==> src/rtl/seq_logic_unit.sv <==
// seq_logic_unit: multi-cycle bitwise logic unit.
// Operands and opcode are captured on start, the word is evaluated SLICE bits
// per cycle (LSB slice first) into a working register, and only the completed
// word is published on result/zero together with a one-cycle done pulse.
// WIDTH must be an exact multiple of SLICE.
module seq_logic_unit #(
    parameter int WIDTH = 32,
    parameter int SLICE = 8
) (
    input  logic             clk,
    input  logic             reset,
    input  logic             start,
    input  logic [2:0]       op,
    input  logic [WIDTH-1:0] a,
    input  logic [WIDTH-1:0] b,
    output logic             busy,
    output logic             done,
    output logic [WIDTH-1:0] result,
    output logic             zero
);

    localparam int NSL = WIDTH / SLICE;
    localparam int CW  = (NSL > 1) ? $clog2(NSL) : 1;
    localparam logic [CW-1:0] LAST = CW'(NSL - 1);

    localparam logic [1:0] S_IDLE = 2'd0;
    localparam logic [1:0] S_RUN  = 2'd1;
    localparam logic [1:0] S_DONE = 2'd2;

    logic [1:0]       state;
    logic [2:0]       op_r;
    logic [WIDTH-1:0] a_r, b_r, wrk, wrk_nxt;
    logic [CW-1:0]    cnt;
    logic [SLICE-1:0] sa, sb, sy;
    int               base;

    // Per-bit logic op over one slice.
    function automatic logic [SLICE-1:0] lop(input logic [2:0] o,
                                             input logic [SLICE-1:0] x,
                                             input logic [SLICE-1:0] y);
        case (o)
            3'b000:  return x & y;
            3'b001:  return x | y;
            3'b010:  return x ^ y;
            3'b011:  return ~(x | y);
            3'b100:  return ~(x & y);
            3'b101:  return ~(x ^ y);
            3'b110:  return x & ~y;
            default: return x;
        endcase
    endfunction

    // Select the current slice and merge its result into the working word.
    always_comb begin
        base    = int'(cnt) * SLICE;
        sa      = a_r[base +: SLICE];
        sb      = b_r[base +: SLICE];
        sy      = lop(op_r, sa, sb);
        wrk_nxt = wrk;
        wrk_nxt[base +: SLICE] = sy;
    end

    // Control FSM, operand capture and result publication.
    always_ff @(posedge clk) begin
        if (reset) begin
            state  <= S_IDLE;
            op_r   <= '0;
            a_r    <= '0;
            b_r    <= '0;
            wrk    <= '0;
            cnt    <= '0;
            result <= '0;
            zero   <= 1'b1;
        end else begin
            case (state)
                S_IDLE, S_DONE: begin
                    if (start) begin
                        op_r  <= op;
                        a_r   <= a;
                        b_r   <= b;
                        cnt   <= '0;
                        state <= S_RUN;
                    end else begin
                        state <= S_IDLE;
                    end
                end
                S_RUN: begin
                    wrk <= wrk_nxt;
                    cnt <= cnt + 1'b1;
                    // Last slice: publish the finished word on the same edge.
                    if (cnt == LAST) begin
                        state  <= S_DONE;
                        result <= wrk_nxt;
                        zero   <= (wrk_nxt == '0);
                    end
                end
                default: state <= S_IDLE;
            endcase
        end
    end

    assign busy = (state == S_RUN);
    assign done = (state == S_DONE);

endmodule

==> config.mk <==
export PLATFORM = sky130hd
export DESIGN_NAME = seq_logic_unit
export DESIGN_NICKNAME = d
export VERILOG_FILES = /design/src/rtl/seq_logic_unit.sv
export SDC_FILE = /design/constraint.sdc
export NUM_CORES = 1
export LEC_CHECK = 0
export CORE_UTILIZATION = 55
export DETAILED_ROUTE_END_ITERATION = 6
export PLACE_DENSITY = 0.89
export REMOVE_ABC_BUFFERS = 1
export SLEW_MARGIN = 25
export SYNTH_ARGS = -nofsm -noshare
export SYNTH_HDL_FRONTEND = slang
export SYNTH_SLANG_ARGS = --single-unit
==> constraint.sdc <==
create_clock -name clk -period 5.9 [get_ports clk]
set_input_delay 0.59 -clock clk [delete_from_list [all_inputs] [get_ports clk]]
set_output_delay 0.59 -clock clk [all_outputs]
set_load 0.02 [all_outputs]
# --- Word-level counts from Yosys, hierarchy flattened ---
# Index checks and enable logic that the tools add are counted.
word_totals:
  regBits: 136
  in_bits: 70
  out_inout_bits: 35
  word_cells: 48
classes:
  add_sub_neg: 2
  n_eq_ne: 11
  n_shift: 4
  mux: 7
  bitwise: 8
  reduce_logical: 8
ops:
  columns: ["operator", "n"]
  rows:
  - ["32-bit by 6-bit indexed part select with 8-bit output", 2]
  - ["8-bit case mux with 7 select lines", 1]
  - ["5-bit negation with 33-bit output", 1]
  - ["8-bit by 33-bit variable shift with 32-bit output (first input constant)", 1]
  - ["8-bit by 33-bit indexed part select with 32-bit output", 1]
  - ["32-bit bitwise mux", 1]
  - ["32-bit logical NOT", 1]
  - ["8-bit NOT", 4]
  - ["8-bit AND", 2]
  - ["3-bit == test (second input constant)", 3]
  - ["8-bit OR", 1]
  - ["2-bit case mux with 2 select lines", 2]
  - ["8-bit XOR", 1]
  - ["3-bit by 2-bit == test with 1-bit output (second input constant)", 2]
  - ["2-bit AND reduction", 3]
  - ["2-bit == test (second input constant)", 2]
  - ["2-bit two-way mux", 2]
  - ["3-bit by 1-bit == test with 1-bit output (second input constant)", 1]
  - ["3-bit logical NOT", 1]
  - ["2-bit by 1-bit adder with 2-bit output (second input constant)", 1]
  - ["2-bit by 1-bit == test with 1-bit output (second input constant)", 1]
  - ["2-bit logical NOT", 1]
  - ["2-bit by 1-bit != test with 1-bit output (second input constant)", 1]
  - ["2-bit != test (second input constant)", 1]
  - ["other kinds (3)", 3]

# --- Depth between registers and ports, before layout ---
depth:
  word_depth: 7
  mapped_depth: 13
  mapped_depth_nobuf: 11

# --- Worst setup path after synthesis ---
# OpenSTA, ideal clock, no wires.
synth_timing:
  path_kind: "reg2reg"
  start: "reg cnt[0]"
  end: "reg zero"
  setup_ns: 0.087
  arrival_ns: 3.801
  required_ns: 5.813
  path_slack_ns: 2.012
  stages_incl_launch_ff: 12
  n_path_buf: 2
  period_less_slack_ns: 3.888
  path_cell_list: "dfxtp_1 buf_6 buf_1 mux4_2 inv_1 ha_1 mux2_4 mux4_2 a32o_1 o22a_1 or4_1 o31ai_1"
synth_via:
  elab_chain_cells: 7
  word_cells_on_any_way: 18
  classes_between: "add/sub (1); eq/ne (1); shift (4); mux (2); bitwise (8); reduce/logical (2)"
synth_lines:
  columns: ["element", "line_no", "text"]
  rows:
  - ["start, declared", "33", "logic [CW-1:0] cnt;"]
  - ["start signal, assigned", "89", "cnt <= cnt + 1'b1;"]
  - ["32-bit by 6-bit indexed part select with 8-bit output (on tied branches)", "57, 56", null]
  - ["8-bit NOT (tied with other cells)", "48", "3'b110: return x & ~y;"]
  - ["8-bit AND (tied with other cells)", "48", null]
  - ["8-bit case mux with 7 select lines", "41", "case (o)"]
  - ["8-bit by 33-bit indexed part select with 32-bit output", "60", "wrk_nxt[base +: SLICE] = sy;"]
  - ["32-bit bitwise mux", "60", null]
  - ["32-bit logical NOT", "94", "zero <= (wrk_nxt == '0);"]
  - ["end signal, assigned", "94", null]
  - ["end, declared", "19", "output logic zero"]
# Parallel ways exist; a longest one is shown, timed or not.
# A chain may end at the register's enable or synchronous reset.

# --- Worst setup path in the final report ---
# Same ends and word-level chain as after synthesis.

==> impl_metrics.env <==
export IMPL_power_leakage_nw=2.97
export IMPL_crit_family="multiplexers"
export IMPL_fmax_mhz=241
export IMPL_rows=39
export IMPL_grt_usage_pct=25.8
export IMPL_fin_skew_ns=0.00840
export IMPL_powerDensity_nw_per_um2=297
export IMPL_first_pass_iters=5
export IMPL_layoutNonFillerInstCount=985
export IMPL_syn_inst=760
export IMPL_boundaryPins=105
export IMPL_cap_violations=0
export IMPL_synth_xor_area_share_pct=1.07
export IMPL_pwr_share_clk_pct=44.7
export IMPL_drive_above_1_share_pct=8.91
export IMPL_async_reset_ff_share_pct=0
export IMPL_hold_class="reg -> reg"
export IMPL_seq_area_frac_synth_pct=41.7
export IMPL_synth_top_family_by_area="compound AO/OA/AOI/OAI gates"
export IMPL_final_common_cell="nand2_1"
export IMPL_mostFrequentLayoutCells="nand2_1, dfxtp_1, clkdlybuf4s50_1"
export IMPL_peakVddDrop_v=0.000201
export IMPL_ant_nets=0
export IMPL_path_depth=10
export IMPL_n_antenna_cell=0
export IMPL_p_sw_w=0.000621
export IMPL_fin_nets=929
export IMPL_hold_depth=2
export IMPL_path_common_cell="mux4_2"
export IMPL_syn_area_sq_um=6520
export IMPL_setup_worst_path_end_class="flop"
export IMPL_routed_wl_microns=15700
export IMPL_muxShareOfSynthArea_pct=7.04
export IMPL_synth_simple_area_share_pct=19.0
export IMPL_fin_crit_ns=4.16
export IMPL_drt_iter0_markers=341
export IMPL_grt_pass1_wl_microns=25700
export IMPL_yosysWarnings=0
export IMPL_die_area_sq_um=12300
export IMPL_rsz0062_at_grt="no"
export IMPL_cp_slowest_cell="dfxtp_1"
export IMPL_portBuffers=104
export IMPL_yosys_top_cells_area="dfxtp_1, nand2_1, a211oi_1"
export IMPL_comb_power_share_pct=13.8
export IMPL_tightest_slew_ns=1.08
export IMPL_antenna_found_initial=0
export IMPL_cp_arrival_ns=4.48
export IMPL_syn_area_per_cell_sq_um=8.58
export IMPL_syn2layout_area_growth_pct=25.0
export IMPL_grt_pass1_vias=5415
export IMPL_dp_slack_ns=1.77
export IMPL_p_int_w=0.00180
export IMPL_cts_hold_buf=0
export IMPL_reg2regPathDepth=10
export IMPL_synth_ff_type="dfxtp_1"
export IMPL_final_setup_worst_slack_ns=1.74
export IMPL_finalPower_w=0.00242
export IMPL_wl_per_cell_microns=15.9
export IMPL_numCtsBuffers=17
export IMPL_synth_compound_area_share_pct=19.8
export IMPL_coreArea_sq_um=11500
export IMPL_routabilityCongestion=0.809
export IMPL_start_kind="flop"
export IMPL_post_synth_num_cell_types=55
export IMPL_slew_headroom_pct=27.3
export IMPL_path_buf_inv=2
export IMPL_synth_top_area_cell="dfxtp_1"
export IMPL_cts_tree="yes"
export IMPL_finalSetupTns_ns=0
export IMPL_drt_vias_per_instance=5.79
export IMPL_cpPeakStageDelay_ns=0.86
export IMPL_critPathMaxFanout=15
export IMPL_period_share_pct=70.5
export IMPL_switching_share_pct=25.7
export IMPL_cts_resized=0
export IMPL_clockBufferDepth=2
export IMPL_drv_slew=0
export IMPL_clock_latency_ns=0.42
export IMPL_num_vias=5707
export IMPL_path_cells="buf_4, mux4_2, inv_1, ha_1, mux2_4, mux4_2, a32o_1, o22a_1, or4_1, o31ai_1"
export IMPL_die_y_microns=111
export IMPL_synth_top_cell_area_share_pct=41.7
export IMPL_drcViolationCount=0
export IMPL_critPathKind="reg -> reg"
export IMPL_grt_max_degree=80
export IMPL_dpl_cell_count=953
export IMPL_dp_hpwl_microns=9980
export IMPL_root_buffer="clkbuf_16"
export IMPL_clk_pin_slew_ns=0.06
export IMPL_seqPwrFrac_pct=41.5
export IMPL_finalHoldViolCount=0
export IMPL_critPathRequiredTime_ns=6.22
export IMPL_ys_ff_latch=136
export IMPL_status="finished clean"
export IMPL_setup_viol=0
export IMPL_cts_setup_buffers=0
export IMPL_grt_overflow_total=0
export IMPL_synthAdderAreaFrac_pct=5.75
export IMPL_fp_dieW_microns=111
export IMPL_synth_edff_count=0
export IMPL_htreeDepth=4
export IMPL_cts_sinks=136
export IMPL_initial_utilization_pct=56.9
## worst paths after layout
kind | from | to | slack [ns]
min reg2reg | a_r[6] | a_r[6] | 0.45
min | a_r[6] | a_r[6] | 0.45
max | cnt[0] | zero | 1.74
max reg2reg | cnt[0] | zero | 1.74
## layout make-up
| class | instances | area [sq um] |
|---|---|---|
| inverters | 27 | 101 |
| clock buffers | 20 | 457 |
| repair buffers | 111 | 1090 |
| fillers | 833 | 3320 |
| multi-input cells | 536 | 3450 |
| clock inverters | 12 | 149 |
| well taps | 143 | 179 |
| flip-flops and latches | 136 | 2720 |
## cell usage after synthesis, types with 3 or more instances
cell	n
buf_2	3
nor4_1	3
a32oi_2	4
buf_1	6
dfxtp_1	136
nand4_1	5
a211oi_1	56
mux2_2	3
inv_1	19
and2_1	4
nor4b_1	5
nor4bb_1	4
clkinv_1	3
a31oi_1	4
nand2b_1	5
ha_1	30
a21oi_1	82
nor3_1	7
a22oi_1	17
nor2_1	75
nor2b_1	15
mux2i_1	5
inv_2	5
a32oi_1	9
buf_6	3
a221oi_1	5
mux4_2	16
xor2_1	6
nand2_1	147
clkbuf_1	47
## worst register-to-register path, delay by kind of cell, from the launching register on
kind | cells | cell delay (ns)
flip-flops | 1 | 0.86
adder cells (fa/ha/maj) | 1 | 0.25
buffers and inverters | 2 | 0.47
AO/OA/AOI/OAI | 3 | 0.67
AND/OR/NAND/NOR | 1 | 0.51
multiplexers | 3 | 1.30
## power groups by stage
| stage | logic (W) | clock network, W | registers (W) |
|---|---|---|---|
| after floorplan | 0.000201 | 0 | 0.00101 |
| after global placement | 0.000312 | 0 | 0.00102 |
| after detailed placement | 0.000323 | 0 | 0.00102 |
| after CTS | 0.000330 | 0.00109 | 0.00100 |
| after global routing | 0.000364 | 0.00113 | 0.00101 |
| final | 0.000334 | 0.00108 | 0.00100 |
## per-layer routing
metal  share of wire, %  global-route usage (%)  wire length [microns]
met3                5.4                    5.96                    841
met4                2.4                    9.60                    370
met2                 50                    43.6                   7760
met1                 43                    31.9                   6690
met5                  0                       0                      0
## metrics by stage
stage / hold slack [ns] / area [sq um] / utilization [%]
floorplan: 0.427 / 6260 / -
global placement: 0.440 / 7540 / 65.8
detailed placement: 0.445 / 7550 / 65.8
CTS: 0.455 / 8150 / 71.1
global route: 0.471 / 8150 / 71.1
finish: 0.455 / 8150 / 71.1
## cell families (layout without fill, tap and decap cells)
logic type,after synthesis,in the layout
buf+inv,88,170
mux,25,25
compound gates,191,191
fa+ha+maj,30,30
xor+xnor,8,8
simple gates,282,282
flops,136,136
## flip-flops by register name, summed over array words and instances (netlist names)
signal and count:
a_r 32, b_r 32, result 32, wrk 32, op_r 3, cnt 2, state 2, zero 1
Note: power is estimated with default switching activity, not from simulation.
